--- src/rtl/muldiv_pkg.sv ---
// muldiv_pkg -- shared definitions for the multiply/divide sequencer.
//   op_e    : op encodings carried on the 2-bit op port
//   state_e : sequencer FSM states
//   DIV0_LO : lo result for divide by zero (sliced down to WIDTH; WIDTH <= MAX_WIDTH)
package muldiv_pkg;

  typedef enum logic [1:0] {
    OP_MULT  = 2'b00,
    OP_MULTU = 2'b01,
    OP_DIV   = 2'b10,
    OP_DIVU  = 2'b11
  } op_e;

  typedef enum logic [1:0] {
    S_IDLE = 2'b00,
    S_BUSY = 2'b01,
    S_DONE = 2'b10
  } state_e;

  localparam int                   MAX_WIDTH = 128;
  localparam logic [MAX_WIDTH-1:0] DIV0_LO   = '1;

endpackage

--- src/rtl/muldiv_step.sv ---
// muldiv_step -- one iteration of the unsigned multiply/divide datapath.
// Build option: MULDIV_DIV_EN adds the restoring-divide step and the div_i port.
//   acc_i : {upper, lower} working register
//           multiply: {partial product, remaining multiplier bits}
//           divide  : {partial remainder, dividend bits / quotient bits}
//   b_i   : multiplicand (multiply) or divisor magnitude (divide)
//   div_i : select the divide step (only with MULDIV_DIV_EN)
//   acc_o : working register after this iteration
module muldiv_step
  import muldiv_pkg::*;
#(
  parameter int WIDTH = 32
) (
  input  logic [2*WIDTH-1:0] acc_i,
  input  logic [WIDTH-1:0]   b_i,
`ifdef MULDIV_DIV_EN
  input  logic               div_i,
`endif
  output logic [2*WIDTH-1:0] acc_o
);

  // Shift-add: conditionally add the multiplicand into the upper half,
  // then shift the whole register right, keeping the carry.
  logic [WIDTH:0] add_sum;
  assign add_sum = {1'b0, acc_i[2*WIDTH-1:WIDTH]} + (acc_i[0] ? {1'b0, b_i} : {(WIDTH+1){1'b0}});

`ifdef MULDIV_DIV_EN
  // Restoring divide: shift left by one, trial-subtract the divisor from the
  // upper WIDTH+1 bits; a set top bit means a borrow, so keep the shifted value.
  logic [WIDTH:0] trial;
  assign trial = acc_i[2*WIDTH-1:WIDTH-1] - {1'b0, b_i};

  always_comb begin
    acc_o = {add_sum, acc_i[WIDTH-1:1]};
    if (div_i) begin
      if (trial[WIDTH]) acc_o = {acc_i[2*WIDTH-2:0], 1'b0};
      else              acc_o = {trial[WIDTH-1:0], acc_i[WIDTH-2:0], 1'b1};
    end
  end
`else
  assign acc_o = {add_sum, acc_i[WIDTH-1:1]};
`endif

endmodule

--- src/rtl/muldiv_sequencer.sv ---
// muldiv_sequencer -- multi-cycle HI/LO multiply/divide unit for the EX stage.
// Build option: MULDIV_DIV_EN enables DIV/DIVU; without it ops 10/11 are ignored.
//   Clk, Rst_n     : clock, async active-low reset
//   start, op      : issue MULT/MULTU/DIV/DIVU (accepted only when idle)
//   opA, opB       : rs / rt operands
//   flush          : abort the in-flight op (wins over start and over DONE)
//   hilo_read      : ID stage wants HI/LO or issues another mult/div
//   busy           : op in flight (BUSY or DONE)
//   stall          : busy & hilo_read, to the hazard unit
//   done           : one-cycle pulse in the cycle HI/LO are written
//   hi, lo         : architectural HI/LO registers
// Timing: start edge -> WIDTH BUSY cycles -> one DONE cycle -> hi/lo valid.
module muldiv_sequencer
  import muldiv_pkg::*;
#(
  parameter int WIDTH = 32
) (
  input  logic             Clk,
  input  logic             Rst_n,
  input  logic             start,
  input  logic [1:0]       op,
  input  logic [WIDTH-1:0] opA,
  input  logic [WIDTH-1:0] opB,
  input  logic             flush,
  input  logic             hilo_read,
  output logic             busy,
  output logic             stall,
  output logic             done,
  output logic [WIDTH-1:0] hi,
  output logic [WIDTH-1:0] lo
);

  localparam int CW = (WIDTH > 1) ? $clog2(WIDTH) : 1;

  state_e             state_q, state_d;
  logic [CW-1:0]      cnt_q, cnt_d;
  logic [2*WIDTH-1:0] acc_q, acc_d, step_acc;
  logic [WIDTH-1:0]   b_q, b_d;
  logic [WIDTH-1:0]   hi_q, hi_d, lo_q, lo_d;
  logic               neg_q, neg_d;   // product / quotient must be negated
`ifdef MULDIV_DIV_EN
  logic               div_q, div_d;
  logic               rneg_q, rneg_d; // remainder takes the dividend's sign
  logic               bz_q, bz_d;     // divisor was zero
  logic [WIDTH-1:0]   opa_q, opa_d;   // raw dividend, returned in hi on /0
  logic [WIDTH-1:0]   quo, rem;
`endif

  logic               sgn, a_neg, b_neg, op_ok, accept;
  logic [WIDTH-1:0]   a_mag, b_mag;
  logic [2*WIDTH-1:0] prod;

  // Signed ops are the even encodings (MULT, DIV).
  assign sgn   = ~op[0];
  assign a_neg = sgn & opA[WIDTH-1];
  assign b_neg = sgn & opB[WIDTH-1];
  assign a_mag = a_neg ? -opA : opA;
  assign b_mag = b_neg ? -opB : opB;

`ifdef MULDIV_DIV_EN
  assign op_ok = 1'b1;
`else
  assign op_ok = ~op[1];
`endif

  assign accept = (state_q == S_IDLE) & start & ~flush & op_ok;

  muldiv_step #(.WIDTH(WIDTH)) u_step (
    .acc_i (acc_q),
    .b_i   (b_q),
`ifdef MULDIV_DIV_EN
    .div_i (div_q),
`endif
    .acc_o (step_acc)
  );

  assign prod = neg_q ? -acc_q : acc_q;
`ifdef MULDIV_DIV_EN
  assign quo = neg_q  ? -acc_q[WIDTH-1:0]       : acc_q[WIDTH-1:0];
  assign rem = rneg_q ? -acc_q[2*WIDTH-1:WIDTH] : acc_q[2*WIDTH-1:WIDTH];
`endif

  always_comb begin
    state_d = state_q;
    cnt_d   = cnt_q;
    acc_d   = acc_q;
    b_d     = b_q;
    hi_d    = hi_q;
    lo_d    = lo_q;
    neg_d   = neg_q;
`ifdef MULDIV_DIV_EN
    div_d   = div_q;
    rneg_d  = rneg_q;
    bz_d    = bz_q;
    opa_d   = opa_q;
`endif
    unique case (state_q)
      S_IDLE: begin
        if (accept) begin
          state_d = S_BUSY;
          cnt_d   = CW'(WIDTH-1);
          neg_d   = a_neg ^ b_neg;
          // Multiply shifts the multiplier (opB) out of the low half.
          acc_d   = {{WIDTH{1'b0}}, b_mag};
          b_d     = a_mag;
`ifdef MULDIV_DIV_EN
          div_d   = op[1];
          rneg_d  = a_neg;
          bz_d    = (opB == '0);
          opa_d   = opA;
          if (op[1]) begin
            // Divide shifts the dividend into the remainder half.
            acc_d = {{WIDTH{1'b0}}, a_mag};
            b_d   = b_mag;
          end
`endif
        end
      end
      S_BUSY: begin
        if (flush) begin
          state_d = S_IDLE;
        end else begin
          acc_d = step_acc;
          cnt_d = cnt_q - CW'(1);
          if (cnt_q == '0) state_d = S_DONE;
        end
      end
      S_DONE: begin
        state_d = S_IDLE;
        if (!flush) begin
          {hi_d, lo_d} = prod;
`ifdef MULDIV_DIV_EN
          if (div_q) begin
            lo_d = bz_q ? DIV0_LO[WIDTH-1:0] : quo;
            hi_d = bz_q ? opa_q : rem;
          end
`endif
        end
      end
      default: state_d = S_IDLE;
    endcase
  end

  always_ff @(posedge Clk or negedge Rst_n) begin
    if (!Rst_n) begin
      state_q <= S_IDLE;
      cnt_q   <= '0;
      acc_q   <= '0;
      b_q     <= '0;
      hi_q    <= '0;
      lo_q    <= '0;
      neg_q   <= 1'b0;
`ifdef MULDIV_DIV_EN
      div_q   <= 1'b0;
      rneg_q  <= 1'b0;
      bz_q    <= 1'b0;
      opa_q   <= '0;
`endif
    end else begin
      state_q <= state_d;
      cnt_q   <= cnt_d;
      acc_q   <= acc_d;
      b_q     <= b_d;
      hi_q    <= hi_d;
      lo_q    <= lo_d;
      neg_q   <= neg_d;
`ifdef MULDIV_DIV_EN
      div_q   <= div_d;
      rneg_q  <= rneg_d;
      bz_q    <= bz_d;
      opa_q   <= opa_d;
`endif
    end
  end

  assign busy  = (state_q != S_IDLE);
  assign stall = busy & hilo_read;
  // A flush in DONE suppresses the write, so it also suppresses the pulse.
  assign done  = (state_q == S_DONE) & ~flush;
  assign hi    = hi_q;
  assign lo    = lo_q;

endmodule

--- config.mk ---
export PLATFORM = sky130hd
export DESIGN_NAME = muldiv_sequencer
export DESIGN_NICKNAME = d
export VERILOG_FILES = /design/src/rtl/muldiv_pkg.sv /design/src/rtl/muldiv_step.sv /design/src/rtl/muldiv_sequencer.sv
export SDC_FILE = /design/constraint.sdc
export NUM_CORES = 1
export LEC_CHECK = 0
export ABC_CLOCK_PERIOD_IN_PS = 3400
export CORE_UTILIZATION = 40
export DETAILED_ROUTE_END_ITERATION = 6
export PLACE_DENSITY = 0.72
export SYNTH_ARGS = -nofsm -noshare
export SYNTH_HDL_FRONTEND = slang
export SYNTH_SLANG_ARGS = --single-unit
--- constraint.sdc ---
create_clock -name Clk -period 3.4 [get_ports Clk]
set_input_delay 0.68 -clock Clk [delete_from_list [all_inputs] [get_ports Clk]]
set_output_delay 0.68 -clock Clk [all_outputs]
set_load 0.01 [all_outputs]
# Word-level counts from Yosys, hierarchy flattened
# Cells that the tools add are included.
dict set report classes {
  n_addsub 5
  n_mul 0
  div_mod_pow 0
  n_lt_le_gt_ge 0
  eq_ne 5
  shift 0
  n_mux 14
  bitwise_logic 11
  reduce_logical 8
}
# op count
set ops {}
lappend ops {{2-to-1 mux 64 bit} 3}
lappend ops {{case mux 64 bit (2 select lines)} 1}
lappend ops {{2-to-1 mux 32 bit} 3}
lappend ops {{negator 32 bit} 2}
lappend ops {{negator 64 bit} 1}
lappend ops {{adder 32 x 33 -> 33 bit} 1}
lappend ops {{2-to-1 mux 5 bit} 2}
lappend ops {{case mux 5 bit (2 select lines)} 1}
lappend ops {{AND 1 bit} 7}
lappend ops {{2-to-1 mux 2 bit} 3}
lappend ops {{AND reduction 2 bit} 3}
lappend ops {{zero test 5 bit} 1}
lappend ops {{subtractor 5 x 1 -> 5 bit (second input constant)} 1}
lappend ops {{!= test 2 bit (second input constant)} 2}
lappend ops {{case mux 2 bit (2 select lines)} 1}
lappend ops {{nonzero test 2 bit} 2}
lappend ops {{!= test 3 bit (second input constant)} 1}
lappend ops {{inverter 1 bit} 3}
lappend ops {{AND reduction 3 bit} 1}
lappend ops {{== test 2 x 1 -> 1 bit (second input constant)} 1}
lappend ops {{== test 2 bit (second input constant)} 1}
lappend ops {{zero test 2 bit} 1}
lappend ops {{bitwise XOR 1 bit} 1}
dict set report word_totals {
  regBits 168
  latchBits 0
  mem_bits_rw 0
  romBits 0
  in_bits 71
  elab_cells 50
  mem_count 0
}

# Logic depth before layout (Yosys ltp)
# Gate-level depths: netlist of the first run.
dict set report depth {
  depth_word 6
  depth_mapped 14
  depth_no_buf 12
}

# Modules after synthesis
# A second synthesis of the first run with hierarchy kept.
dict set report unflattened {
  hier_cells 1356
  area_unflattened_um2 11423.5
}
# module instances cells_each area_per_inst_um2 seq_area_each_um2
set by_module_without_submodules {}
lappend by_module_without_submodules {muldiv_sequencer 1 1061 9236.4 4204.0}
lappend by_module_without_submodules {muldiv_step 1 295 2187.1 0.0}

# Worst setup path after synthesis of the first run
# Ideal clock, no wire load.
dict set report synth_path {
  path_kind {register to register}
  startpoint {register acc_q[0]}
  endpoint {register acc_q[61]}
  arrival_ns 3.150
  required_time_ns 3.278
  setup_slack_ns 0.128
  stages_incl_launch_ff 15
  n_path_buf 2
  period_less_slack_ns 3.272
  path_cell_list {dfrtp_1 > clkbuf_1 > clkbuf_1 > and2_1 > ha_1 > inv_1 > fa_1 > nor2b_1 > o2111ai_1 > a2111oi_0 > nor3_1 > o21ai_0 > a31o_2 > mux2i_1 > nand2_1}
}
dict set report synth_via {
  elab_chain_len 4
}
# item line_no
set synth_lines {}
lappend synth_lines {{start: declaration} muldiv_sequencer.sv:37} ;# logic [2*WIDTH-1:0] acc_q, acc_d, step_acc;
lappend synth_lines {{start signal: assignment} muldiv_sequencer.sv:148} ;# acc_q <= '0;
lappend synth_lines {{start signal: assignment} muldiv_sequencer.sv:162} ;# acc_q <= acc_d;
lappend synth_lines {{2-to-1 mux 32 bit} muldiv_step.sv:25} ;# assign add_sum = {1'b0, acc_i[2*WIDTH-1:WIDTH]} + (acc_i[0] ? {1'b0, b_i} : {(WIDTH+1){1'b0}});
lappend synth_lines {{adder 32 x 33 -> 33 bit} muldiv_step.sv:25}
lappend synth_lines {{2-to-1 mux 64 bit} muldiv_sequencer.sv:120} ;# if (flush) begin
lappend synth_lines {{case mux 64 bit (2 select lines)} muldiv_sequencer.sv:97} ;# unique case (state_q)
# Every way passes these cells. The select of a mux whose other input is x is not followed.
# A chain may end at the register's enable or synchronous reset.

# Worst setup path after layout of the first run
dict set report layout_path {
  startpoint {register acc_q[0]}
  endpoint {register acc_q[55]}
}
# The elaborated chain is that of the path after synthesis.

==> key figures, run 1 <==
Drt
  • Iter 0 DRT Violations: 718
  • Final WL: 27,900 um
  • WL/cell: about 16 um
  • Via/cell ratio: roughly 5.4
  • Via Count: 9,489
  • Drt drc: 13
  • ANT nets after route: 0
  • First drt pass iteration count: 7

Synth
  • Syn. warnings: 0
  • Dominant cell type by area after synthesis: dfrtp_1
  • Seq cells post-synth: 168
  • Post-Syn Area: 0.0107 sq mm
  • Post-synthesis average cell area: roughly 8.4 sq um
  • Most frequent cell after synthesis: nand2_1
  • Top cells by area, synth: dfrtp_1, o21ai_0, xor2_1, nand2_1, ha_1
  • Syn_nets: 1,387
  • Sequential area share after synthesis: 0.392
  • Synth unique cells: 59
  • Yosys top cell area share: 0.392
  • EDFF count, synth: 0
  • Top post-synthesis cells by count: nand2_1, o21ai_0, dfrtp_1
  • Fraction of registers with async set/reset: 1.00
  • Syn Inst Count: ~1,300
  • Post-synth top flop: dfrtp_1

Floorplanning
  • Row count: 59
  • Initial Utilization: 0.409
  • Core area: 0.0262 sq mm
  • Die width: 166 um
  • Full die area: 0.0275 sq mm
  • Io pins: ~140
  • Die height: 166 um

Critical path
  • CP Capture Type: register
  • CP Class: register to register
  • CP required: around 3.7 ns
  • CP Max Fanout: 12
  • Worst R2R Setup Slack: 0.21 ns
  • Worst R2R Start: acc_q[0]
  • R2R depth: 11
  • Crit start category: register
  • CP arrival: 3.48 ns
  • CP startpoint: acc_q[0]
  • Reg-to-Reg End: acc_q[55]

Timing
  • Slew headroom: 0.341
  • Total negative slack: 0 ns
  • Final Hold Fails: 0
  • Max Slew Vio Count: 0
  • Fin crit period: roughly 3.2 ns
  • Final Setup Violations: 0
  • Final Skew: roughly 0.0086 ns
  • Unrepaired setup endpoints after global routing: no
  • Fmax: 314 MHz
  • Measured slew at the worst slew-check pin: 0.988 ns
  • Tcrit/Tclk final: 0.938

Clocking
  • Post-CTS Setup Bufs: 0
  • Clock root buffer master: clkbuf_16
  • CTS tree: yes
  • Cts hold-fix bufs: 0
  • CTS Buf Count: 17
  • Worst-path clk slew: 0.07 ns
  • Number of gates resized after cts: 0
  • Clk sink count: 168
  • Max H-tree Level: 4
  • Bufs on Longest Clock Path: 2
  • Clock Latency Late Sink: around 0.43 ns

Global route
  • Tot GR Track Use: 0.206
  • Initial antenna violation count: 0
  • Global-route wire length before repair: approximately 46,000 um
  • Vias in the first global route: 8,820
  • Pin count of the biggest net entering global routing: 129
  • Gr ovfl total: 0

Place
  • DP Cell Count: roughly 1,700
  • RePlAce Congestion: 0.901
  • PortBufs: 137
  • DPL Wire Length: 21,600 um

Finish
  • Final cell count without fillers: 1,759
  • Antenna Cells: 0
  • Layout cells sized above 1: 0.0737
  • Layout area overhead: 23.2%
  • Final core occ: 0.504
  • Final nets: 1,520

Power and ir drop
  • Switch share: 0.382
  • Max IR drop VDD: 0.370 mV
  • Psw: roughly 2.7 mW
  • Total power draw: 7.09 mW
  • Clk pwr share: 0.265
  • Power Internal: 4.39 mW
  • Leak: about 5.6 nW
  • Combinational power share: 0.334
  • Pwr dens: 537 mW/mm^2
  • Seq pwr share: 0.401

Worst hold path
  • Hold crit path type: input port to async pin

Status
  • Failing checks: DRC
  • Outcome: finished, violations left

Job
  • Max-Cap Viols: 0
==> critical path: stages, from the launching register on <==
cell and delay (ns):
dfrtp_2 0.50, and2_1 0.19, ha_1 0.34, a21o_1 0.22, a21oi_1 0.28, a2111oi_2 0.12
buf_4 0.16, or3_1 0.39, a31o_2 0.29, a221oi_1 0.33, xor2_1 0.16, o21ai_0 0.08
==> cells by family (layout without fill, tap and decap cells) <==
logic type,after synthesis,count (layout),share of synthesized area
compound gates,374,374,0.203
xor+xnor,149,149,0.122
fa+ha+maj,38,38,0.0450
buf+inv,91,237,0.0320
flops,168,168,0.392
mux,3,3,0.00280
simple gates,455,455,0.204
==> how the worst max path moves through the flow <==
stage	end	slack, ns
after global routing	acc_q[61]	0.01
after detailed placement	b_q[29]	-0.1
after global placement	b_q[29]	-0.05
after CTS	acc_q[61]	0.03
final	acc_q[55]	0.21
after floorplan	acc_q[61]	0.13
==> power by group through the flow <==
stage	Clock [mW]	Sequential (mW)	Combinational, mW
floorplan	0	2.67	1.67
global route	1.99	2.89	2.66
global placement	0	2.84	2.29
detailed placement	0	2.86	2.33
CTS	1.91	2.83	2.35
finish	1.88	2.85	2.37
==> sequential cells by signal, indices dropped and copies added, names as in the netlist <==
name / count
acc_q: 64
b_q: 32
cnt_q: 5
hi: 32
lo: 32
neg_q: 1
state_q: 2
==> area by class of cell <==
cell class                 count  area (sq um)
timing repair buffer         185          1750
clock buffer                  18           429
multi-input combinational   1019          6200
fill                        2442         13000
tap                          335           419
sequential                   168          4210
inverter                      20          75.1
clock inverter                14           139
==> per-stage QoR <==
stage | hold slack (ns) | setup slack (ns) | instance area [sq um]
after CTS | 0.169 | 0.0333 | 13200
final | 0.160 | 0.211 | 13200
after detailed placement | 0.463 | -0.0962 | 12600
after floorplan | 0.384 | 0.128 | 10700
after global routing | 0.189 | 0.0123 | 13200
after global placement | 0.455 | -0.0500 | 12600
==> layout by cell type, fill, tap and decap left out, types with 4 or more instances in the layout <==
cell,instances
o21ai_0,217
a22oi_1,11
nand4_1,8
clkdlybuf4s50_1,136
dfrtp_1,167
buf_4,47
ha_1,37
nand3_1,25
or4_1,11
a21oi_1,50
xor2_1,97
nand2b_1,8
a21o_1,13
a31oi_1,9
a211oi_1,6
nor3_1,26
clkbuf_16,17
or4_4,5
nor2_1,55
inv_1,20
o31ai_1,26
nand2_1,220
nor4_1,17
nor3b_1,5
o21a_1,4
or3_1,12
o41ai_1,13
xnor2_1,52
clkinv_4,4
and2_1,35
o21ai_1,4
nor2b_1,6
==> routing by layer <==
layer / vias to the layer above / GRT usage / wire, um
met4: 0 / 0.0561 / 357
li1: 4769 / - / -
met3: 29 / 0.0288 / 1440
met5: - / 0 / 0
met1: 4423 / 0.303 / 13800
met2: 268 / 0.315 / 12400
Note: power is estimated with default switching activity, not from simulation.
==> run 2, diff against run 1 <==
CELL_PAD_IN_SITES_DETAIL_PLACEMENT = 2   (was not set)
CELL_PAD_IN_SITES_GLOBAL_PLACEMENT = 2   (was not set)
CORE_UTILIZATION = 31   (was 40)
PLACE_DENSITY = 0.87   (was 0.72)
==> key figures, run 2 (synthesis results as in run 1) <==
Critical path
  • CP Capture Type: register
  • Crit path cell chain: and2_1 -> ha_1 -> inv_1 -> fa_1 -> nor2b_2 -> o2111ai_2 -> a2111oi_2 -> buf_4 -> nor3_1 -> o21ai_0 -> buf_4 -> a31o_2 -> mux2i_1 -> nand2_1
  • CP arrival: 3.67 ns (+0.19 ns)
  • CP Class: register to register
  • Worst R2R Setup Slack: 0.07 ns (-0.14 ns)
  • CP Max Fanout: 6 (-6)
  • Critical Path Most Common Cell: buf_4
  • Crit start category: register
  • CP Capture Point: acc_q[61]
  • CP required: 3.73 ns (+0.04 ns)
  • Slowest stage delay, CP: 0.46 ns (-0.04 ns)
  • Worst R2R Start: acc_q[0]
  • Slowest CP cell: dfrtp_2
  • CP startpoint: acc_q[0]
  • R2R depth: 14 (+3)
  • Reg-to-Reg End: acc_q[61]

Place
  • DPL Wire Length: 29,600 um (+37%)
  • PortBufs: 137 (unchanged)
  • Placed Area: 0.0129 sq mm (+2.3%)
  • RePlAce Congestion: 0.875 (-2.9%)
  • DP Cell Count: 1,856 (+7.5%)
  • DP Worst Slack: -0.185 ns (-0.0887 ns)

Finish
  • Max reg flops: 64 (unchanged)
  • Fillers: 3,669 (+50%)
  • Fin area: 0.0136 sq mm (+3.1%)
  • Most frequent cells in the layout: nand2_1, o21ai_0, dfrtp_1
  • Layout area overhead: 27.0%
  • Final core occ: 0.403 (-0.101)
  • Final cell count without fillers: 1,890 (+7.4%)
  • Most common cell after layout, fill and taps aside: nand2_1
  • Most flops, register: acc_q
  • Layout cells sized above 1: 0.0895 (+0.0157)
  • Final nets: 1,538 (+1.2%)
  • Antenna Cells: 0 (unchanged)

Drt
  • ANT nets after route: 0 (unchanged)
  • First drt pass iteration count: 5 (-2)
  • Drt drc: 0 (-13)
  • Via/cell ratio: 5.53 (+2.6%)
  • WL/cell: 22.7 um (+43%)
  • Via Count: 10,500 (+10%)
  • Final WL: 42,900 um (+53%)
  • Iter 0 DRT Violations: 464 (-35%)

Power and ir drop
  • Pwr dens: 578 mW/mm^2 (+7.7%)
  • Max IR drop VDD: 0.425 mV (+15%)
  • Total power draw: 7.88 mW (+11%)
  • Leak: 5.72 nW (+2.5%)

Timing
  • Total negative slack: 0 ns (unchanged)
  • Final Setup Violations: 0 (unchanged)
  • Slew headroom: 0.283 (-0.0580)
  • Final Skew: 0.0169 ns (+0.00830 ns)
  • Max Slew Vio Count: 0 (unchanged)
  • Hold Slack: 0.179 ns (+0.0189 ns)
  • Tcrit/Tclk final: 0.980 (+0.0424)
  • Measured slew at the worst slew-check pin: 1.08 ns (+0.0870 ns)
  • Fmax: 300 MHz (-4.3%)
  • Fin crit period: 3.33 ns (+0.144 ns)
  • Final Hold Fails: 0 (unchanged)
  • Worst setup margin: 0.0665 ns (-0.144 ns)

Clocking
  • Max H-tree Level: 4 (unchanged)
  • Worst-path clk slew: 0.08 ns (about the same)
  • Bufs on Longest Clock Path: 2 (unchanged)
  • Clock root buffer master: clkbuf_16
  • Clk sink count: 168 (unchanged)
  • Cts hold-fix bufs: 0 (unchanged)
  • CTS Buf Count: 17 (unchanged)
  • CTS tree: yes
  • Clock Latency Late Sink: 0.46 ns (+0.03 ns)

Global route
  • Global-route wire length before repair: 67,800 um (+47%)
  • Gr ovfl total: 0 (unchanged)
  • Tot GR Track Use: 0.244 (+0.0384)
  • Vias in the first global route: 11,800 (+34%)
  • Pin count of the biggest net entering global routing: 129 (unchanged)
  • Initial antenna violation count: 0 (unchanged)

Job
  • Max-Cap Viols: 0 (unchanged)

Worst hold path
  • Hold crit path type: input port to async pin

Status
  • Outcome: finished clean

Floorplanning
  • Core area: 0.0338 sq mm (+29%)
  • Die width: 188 um (+13%)
  • Row count: 67 (+14%)
  • Io pins: 138 (unchanged)
  • Full die area: 0.0354 sq mm (+29%)
  • Initial Utilization: 0.318 (-0.0918)
  • Die height: 188 um (+13%)
-- run 2: cell count changes in the layout (fill, tap and decap cells not counted), sizes merged --
| cell | delta |
|---|---|
| buf | +17 |
| bufinv | +2 |
| clkinvlp | -1 |
| clkinv | -5 |
| clkbuf | +2 |
| inv | +3 |
-- run 2: timing repair --
item | 4_1_cts | 5_1_grt
pin swaps | 0 | 2
buffers inserted | 0 | 2
setup endpoints to repair | 7 | 9
resized for setup | 5 | 10
-- run 2: final cells by class --
class / count / area (sq um) / area share
Clock buffer: 19 / 443 / 0.0325
Clock inverter: 13 / 181 / 0.0133
Inverter: 20 / 75.1 / 0.00551
Multi-Input combinational cell: 1019 / 6260 / 0.459
Sequential cell: 168 / 4210 / 0.309
Tap cell: 448 / 561 / 0.0411
Timing Repair Buffer: 203 / 1910 / 0.140
-- run 2: worst min-delay path by stage --
stage          startpoint         to  slack [ns]  depth (start not counted)
6_report            Rst_n   cnt_q[1]        0.18                          1
5_1_grt             Rst_n  acc_q[30]        0.21                          1
4_1_cts             Rst_n   cnt_q[1]        0.20                          1
3_5_place_dp      b_q[20]    b_q[20]        0.47                          2
3_3_place_gp       b_q[9]     b_q[9]        0.46                          2
2_1_floorplan       Rst_n   acc_q[0]        0.38                          0
-- run 2: power breakdown --
part | internal (mW) | switching (mW)
clock | 1.20 | 0.959
combinational | 1.08 | 1.69
sequential | 2.33 | 0.613
-- run 2: critical path, delay by kind of cell, from the launching register on --
kind            cells  cell delay (ns)
compound gates      4             0.97
fa+ha+maj           2             0.61
buf+inv             3             0.42
flops               1             0.46
mux                 1             0.25
simple gates        4             0.50
-- run 2: metal layers --
metal	vias to the layer above	routed length [um]	track usage
li1	4807	-	-
met3	92	1780	0.0455
met1	5288	18900	0.309
met4	0	1110	0.0866
met5	-	0	0
met2	269	21100	0.414
